File: src/rtl/dlx_pkg.sv
// Shared DLX pipeline constants and types used by the write-back stage.
package dlx_pkg;

  localparam int XLEN  = 32;
  localparam int NREGS = 32;
  localparam int RA_W  = 5;

  typedef logic [RA_W-1:0] reg_addr_t;
  typedef logic [XLEN-1:0] word_t;

endpackage

File: src/rtl/regfile_2r1w.sv
// 32x32 architectural register file: one write port, two raw read ports.
// Register 0 has no storage and reads as zero; storage clears on async reset.
module regfile_2r1w
  import dlx_pkg::*;
(
  input  logic      clk,
  input  logic      rst_n,
  input  logic      we,
  input  reg_addr_t waddr,
  input  word_t     wdata,
  input  reg_addr_t raddr_a,
  input  reg_addr_t raddr_b,
  output word_t     rdata_a,
  output word_t     rdata_b
);

  word_t mem [1:NREGS-1];

  always_ff @(posedge clk or negedge rst_n) begin
    if (!rst_n) begin
      for (int i = 1; i < NREGS; i++) begin
        mem[i] <= '0;
      end
    end else if (we && (waddr != '0)) begin
      mem[waddr] <= wdata;
    end
  end

  assign rdata_a = (raddr_a == '0) ? '0 : mem[raddr_a];
  assign rdata_b = (raddr_b == '0) ? '0 : mem[raddr_b];

endmodule

File: src/rtl/wb_stage.sv
// DLX write-back stage: result select, register commit, bypassed decode reads,
// execute forwarding tap. Retirement counters are built only with WB_RETIRE_CNT_EN.
module wb_stage
  import dlx_pkg::*;
(
  input  logic        clk,
  input  logic        rst_n,
  input  word_t       dout_mem,
  input  word_t       result_mem,
  input  logic        MemtoReg_mem,
  input  logic        RegWrite_mem,
  input  reg_addr_t   towrite_mem,
  input  logic        wb_stall,
  input  reg_addr_t   rs_addr,
  input  reg_addr_t   rt_addr,
  output word_t       rs_data,
  output word_t       rt_data,
  output logic        fwd_valid,
  output reg_addr_t   fwd_reg,
  output word_t       fwd_data,
  output logic [31:0] retired_cnt,
  output logic [31:0] load_cnt
);

  word_t wb_data;
  logic  commit;
  word_t rs_raw;
  word_t rt_raw;

  assign wb_data = MemtoReg_mem ? dout_mem : result_mem;
  assign commit  = RegWrite_mem & ~wb_stall & (towrite_mem != '0);

  regfile_2r1w u_regfile (
    .clk     (clk),
    .rst_n   (rst_n),
    .we      (commit),
    .waddr   (towrite_mem),
    .wdata   (wb_data),
    .raddr_a (rs_addr),
    .raddr_b (rt_addr),
    .rdata_a (rs_raw),
    .rdata_b (rt_raw)
  );

  // Same-cycle bypass so decode sees the value being committed right now.
  always_comb begin
    rs_data = rs_raw;
    rt_data = rt_raw;
    if (rs_addr == '0) begin
      rs_data = '0;
    end else if (commit && (rs_addr == towrite_mem)) begin
      rs_data = wb_data;
    end
    if (rt_addr == '0) begin
      rt_data = '0;
    end else if (commit && (rt_addr == towrite_mem)) begin
      rt_data = wb_data;
    end
  end

  assign fwd_valid = commit;
  assign fwd_reg   = towrite_mem;
  assign fwd_data  = wb_data;

`ifdef WB_RETIRE_CNT_EN
  logic [31:0] retired_q;
  logic [31:0] load_q;

  // Free-running wrap-around counters of committed writes and committed loads.
  always_ff @(posedge clk or negedge rst_n) begin
    if (!rst_n) begin
      retired_q <= '0;
      load_q    <= '0;
    end else if (commit) begin
      retired_q <= retired_q + 32'd1;
      if (MemtoReg_mem) begin
        load_q <= load_q + 32'd1;
      end
    end
  end

  assign retired_cnt = retired_q;
  assign load_cnt    = load_q;
`else
  assign retired_cnt = '0;
  assign load_cnt    = '0;
`endif

endmodule

File: config.mk
export PLATFORM = sky130hd
export DESIGN_NAME = wb_stage
export DESIGN_NICKNAME = d
export VERILOG_FILES = /design/src/rtl/dlx_pkg.sv /design/src/rtl/regfile_2r1w.sv /design/src/rtl/wb_stage.sv
export SDC_FILE = /design/constraint.sdc
export NUM_CORES = 2
export LEC_CHECK = 0
export ABC_AREA = 1
export ABC_CLOCK_PERIOD_IN_PS = 2000
export CAP_MARGIN = 5
export CORE_ASPECT_RATIO = 1.75
export CORE_UTILIZATION = 45
export DETAILED_ROUTE_END_ITERATION = 12
export GPL_ROUTABILITY_DRIVEN = 0
export PLACE_DENSITY = 0.67
export SLEW_MARGIN = 40
export SYNTH_ARGS = -nofsm -noshare
export SYNTH_HDL_FRONTEND = slang
export SYNTH_SLANG_ARGS = --single-unit
File: constraint.sdc
create_clock -name clk -period 2 [get_ports clk]
set_input_delay 0.3 -clock clk [delete_from_list [all_inputs] [get_ports clk]]
set_output_delay 0.3 -clock clk [all_outputs]
set_load 0.02 [all_outputs]
* Word-level counts from Yosys, hierarchy flattened
Index checks and enable logic that the tools add are counted.
Widths: inputs -> output; s select.
** Operators by class
- Bitwise gates (word level) :: 6
- Reduce and logical (&&, ||, !) cells :: 7
- $lt $le $gt $ge :: 4
- Eq/ne operators :: 2
- Muxes and demuxes :: 14
** Operator list (count)
- $bwmux 992 :: 1
- $bmux 32 s5 :: 2
- $mux 32 :: 10
- $demux 32 s5 :: 1
- $ge 6x6->1 const B :: 3
- $not 5->6 :: 3
- $eq 5x5->1 :: 2
- $logic_not 5->1 :: 2
- $lt 6x1->1 const B :: 1
- $reduce_bool 5->1 :: 1
- $logic_and 1x1->1 :: 4
- $and 1x1->1 :: 2
- $not 1->1 :: 1
** Storage, ports and cells
- Flip-flop bits (word level) :: 992
- Output and inout port bits :: 166
- Logic and storage cells :: 64

* Longest topological paths before layout
- Depth after elaboration :: 6
- Depth in mapped cells :: 12
- Gate-level depth less buffers :: 9

* Hierarchy
From an unflattened synthesis, not the netlist that was laid out.
** Second synthesis, totals
- Cell total of the unflattened synthesis :: 9972
- Area, all modules :: 62665.1 µm²
** By module, submodules not included
- regfile_2r1w :: cells each 9451, times used 1, area each 60080.1 µm²
- wb_stage :: cells each 521, times used 1, area each 2585.0 µm²

* Worst setup path after synthesis
OpenSTA, ideal clock, no wires.
- Kind :: input port to output port
- From :: input port MemtoReg_mem
- To :: output port rt_data[22]
- Cell stages on the path :: 7
- Data required time :: 1.700 ns
- Setup slack :: 0.015 ns
- Data arrival time :: 1.685 ns
- Cells stage by stage :: buf_2 clkbuf_1 o21ai_0 inv_2 clkbuf_1 nand3_1 nand2_1
** On the way
- Cells in the longest elaborated chain, start to end :: 3
** Ends and longest elaborated chain
- from (decl) :: line wb_stage.sv:10 : input logic MemtoReg_mem,
- $mux 32 :: line wb_stage.sv:30 : assign wb_data = MemtoReg_mem ? dout_mem : result_mem;
- named net fwd_data[22] :: line wb_stage.sv:20 : output word_t fwd_data,
- $mux 32 :: line wb_stage.sv:56 : end else if (commit && (rt_addr == towrite_mem)) begin
- $mux 32 :: line wb_stage.sv:54 : if (rt_addr == '0) begin
- to (decl) :: line wb_stage.sv:17 : output word_t rt_data,
The timed path passes the listed nets, and every way through them passes these cells.

* Worst setup path in the final report
- From :: register u_regfile.mem[750] (netlist bit)
- To :: output port rs_data[14]
** On the way
- Cells in the longest elaborated chain, start to end :: 5
** Ends and longest elaborated chain
- from (decl) :: line regfile_2r1w.sv:17 : word_t mem [1:NREGS-1];
- from (signal, indexed assignment) :: line regfile_2r1w.sv:25 : mem[waddr] <= wdata;
- $bmux 32 s5 :: line regfile_2r1w.sv:29 : assign rdata_a = (raddr_a == '0) ? '0 : mem[raddr_a];
- $mux 32 (not written as such) (2 in a row) :: line regfile_2r1w.sv:29
- $mux 32 :: line wb_stage.sv:51 : end else if (commit && (rs_addr == towrite_mem)) begin
- $mux 32 :: line wb_stage.sv:49 : if (rs_addr == '0) begin
- to (decl) :: line wb_stage.sv:16 : output word_t rs_data,
Every way passes these cells. The select of a mux whose other input is x is not followed.

==> impl_results.md <==
* Worst-path fanout max at 3
* Final ANT Viol Nets at 0
* Clk sinks at 992
* Iteration-0 DRC Markers at 8,483
* Total Wirelength at 261 mm
* Violated checks: negative setup slack
* Root Buffer: clkbuf_16
* Worst path max stage delay at 380 ps
* CTS buffer count at 96
* Mean post-synth cell area at 6.58 um2
* Max FFs per register at 992
* Slew headroom at 0.545
* Final setup fails at 64
* Share of post-route cells with drive strength above 1 at 0.303
* TritonCTS clock tree: done
* Vias in the first global route at 63.3k
* H-Tree Depth at 3
* Clock slew seen by the registers of the worst setup and hold paths at 70 ps
* Final worst-path cycle share at 1.17
* Biggest register: u_regfile.mem
* Leakage at 0.0368 uW
* Worst Path Arrival at 2030 ps
* Cell total after placement at 10.9k
* Core area at 130,000 um2
* Synth Instances at 9,007
* FP Rows at 175
* Ports at 250
* RSZ-0062 raised after global routing: yes
* MaxCap Viol Count at 0
* Gr ovfl total at 0
* Worst IR Drop VDD at 0.000628 V
* Die ar. at 133,000 um2
* Via Count at 67.0k
* DRC at 0
* Die extent in y at 482 um
* Synth Cell Area at 59,300 um2
* Initial Util at 0.455
* First-pass DRT Iterations at 9
* Avg Vias per Cell at 5.96
* Pwr dens at 813 nW/um2
* Final worst path period need at 2330 ps
* GRT Total Usage at 0.380
* Hold Violations, Final at 0
* Worst-skew pair later-pin latency at 740 ps
* Layout Cells excl Fill at 11.2k
* Hold Path Class: in -> async
* Slowest stage cell, crit path: dfrtp_1
* Clock Path Buffers at 3
* Ys Warns at 0
* Seq/Total Area, Yosys at 0.419
* Final net count at 9,565
* Outcome: finished with violations
* Initial antenna violation count at 6
* Area delta synth->final at 33.5%
* Actual slew at the worst max-slew pin at 683 ps
* FMAX at 428 MHz
* Pins Over Slew Limit at 0
* Clk_skew at 0 ps
* Number of port buffers at 185
* Global-route wire length before repair at 385 mm
* Cell repeated most along the worst path: nand3_2
* Combined buffer and inverter count along the critical path at 3
* Largest net degree at the start of global routing at 97
* Critical path class: reg -> out
* DP Worst Slack at -1040 ps
* CP delay by family, top: simple AND/OR/NAND/NOR gates
* CP startpoint kind: flop
* Worst EP required at 1700 ps
* CP cell instances: inv_2 > nand2_1 > nand3_1 > nand3_2 > nand3_2 > nand3_2 > buf_6 > nand3_4 > nand2_2 > buf_6
* Die X at 276 um
* Biggest regs: u_regfile.mem x992
* Synth cell types at 26
* Final worst slack at -334 ps
* FF+latch count, synth at 992
* Routed wire length per instance at 23.3 um
* CP Capture Type: output pin
* Final TNS setup at -13,980 ps
* Detail Placement HPWL at 166 mm
power breakdown:
part	leakage [uW]	internal [uW]	switching, uW
clock network	0.00158	10600	8520
registers	0.0109	23900	1820
logic	0.0244	7380	12100
logic make-up (layout without fill, tap and decap cells):
group | count (synthesis) | in the layout | share of synthesized area
AOI/OAI and AO/OA | 1024 | 1024 | 0.0867
other | 1 | 66 | 0.0000633
DFF | 992 | 992 | 0.419
xor gates and xnor gates | 4 | 4 | 0.000591
buffers and inverters | 1831 | 2319 | 0.124
and+or+nand+nor | 5155 | 5155 | 0.369
timing repair:
item / in CTS / in global routing
cloned: 6 / 1
setup endpoints to repair: 101 / 99
pin swaps: 340 / 472
hold buffers: 1 / 0
gates resized for setup: 1229 / 1015
buffers inserted: 75 / 102
hold endpoints to repair: 332 / 0
synth_stat cells (all sizes together):
cell type,count,area (um2)
xor2,4,35.0
nand2,3140,11800
o21ai,983,4930
clkbuf,453,1700
nor3,5,40.0
inv,1031,3870
nand3b,1,7.51
nor2,73,334
a21oi,41,205
clkinv,4,15.0
dfrtp,992,24800
buf,343,1790
nand3,1932,9680
nor4,1,6.26
nand4,3,18.8
conb,1,3.75
placed cells by master (no fill, tap or decap), types with 2 or more instances in the layout:
| master | instances |
|---|---|
| clkinv_1 | 2 |
| inv_8 | 4 |
| inv_2 | 715 |
| nand2_4 | 4 |
| nor2_1 | 43 |
| conb_1 | 64 |
| o21ai_0 | 960 |
| nand3_4 | 77 |
| buf_2 | 6 |
| buf_12 | 288 |
| clkinv_2 | 20 |
| nand2_1 | 2974 |
| dfrtp_1 | 992 |
| clkinvlp_4 | 8 |
| o21ai_1 | 16 |
| inv_1 | 303 |
| nand3_2 | 698 |
| buf_6 | 83 |
| xor2_1 | 3 |
| clkbuf_8 | 24 |
| clkbuf_2 | 14 |
| diode_2 | 2 |
| clkbuf_1 | 19 |
| a21oi_1 | 41 |
| dlygate4sd2_1 | 13 |
| clkbuf_16 | 98 |
| nor2_4 | 29 |
| buf_8 | 6 |
| nand4_1 | 3 |
| inv_4 | 4 |
| inv_6 | 7 |
| bufinv_16 | 6 |
| nor3_2 | 4 |
| clkdlybuf4s50_1 | 69 |
| buf_4 | 614 |
| buf_16 | 8 |
| nand3_1 | 1157 |
| nand2_2 | 162 |
| o21ai_2 | 7 |
| clkdlybuf4s15_1 | 4 |
worst register-to-register path: stages (launching register included):
cell and delay (ps):
dfrtp_1 400, inv_2 70, buf_6 110, buf_4 120, buf_4 120, buf_4 120
buf_4 120, buf_4 130, buf_4 130, buf_6 100, buf_6 100, buf_6 110
buf_6 100, o21ai_2 110
worst paths after layout:
kind,from,end,slack [ps],cells after the start
max in group asynchronous,rst_n,u_regfile.mem[161],1000,3
min,rst_n,u_regfile.mem[711],90,2
min reg2reg,u_regfile.mem[575],u_regfile.mem[575],490,2
min in group clk,towrite_mem[2],u_regfile.mem[81],270,6
max,u_regfile.mem[750],rs_data[14],-330,10
max reg2reg,u_regfile.mem[771],u_regfile.mem[771],90,13
layer usage:
| layer | GRT usage | share of wire |
|---|---|---|
| met3 | 0.0939 | 0.13 |
| met1 | 0.454 | 0.34 |
| met4 | 0.306 | 0.092 |
| met5 | 0 | 0.00018 |
| met2 | 0.585 | 0.44 |
final cells by class:
class	count	area, um2
fill	11200	51200
multi-input combinational	6247	32400
sequential	992	24800
timing repair buffer	1109	12600
inverter	1035	3980
clock buffer	140	2830
tap	1681	2100
clock inverter	35	354
antenna	2	5.00
per-stage QoR:
stage          power, uW   util  instance area, um2  hold slack, ps
6_report           64300  0.607               79100            85.4
5_1_grt            67200  0.607               79100             128
4_1_cts            62000  0.579               75400            78.7
3_5_place_dp       41700  0.532               69300             242
3_3_place_gp       41200  0.532               69300             240
2_1_floorplan      35300      -               59500            4.41
Note: power is estimated with default switching activity, not from simulation.
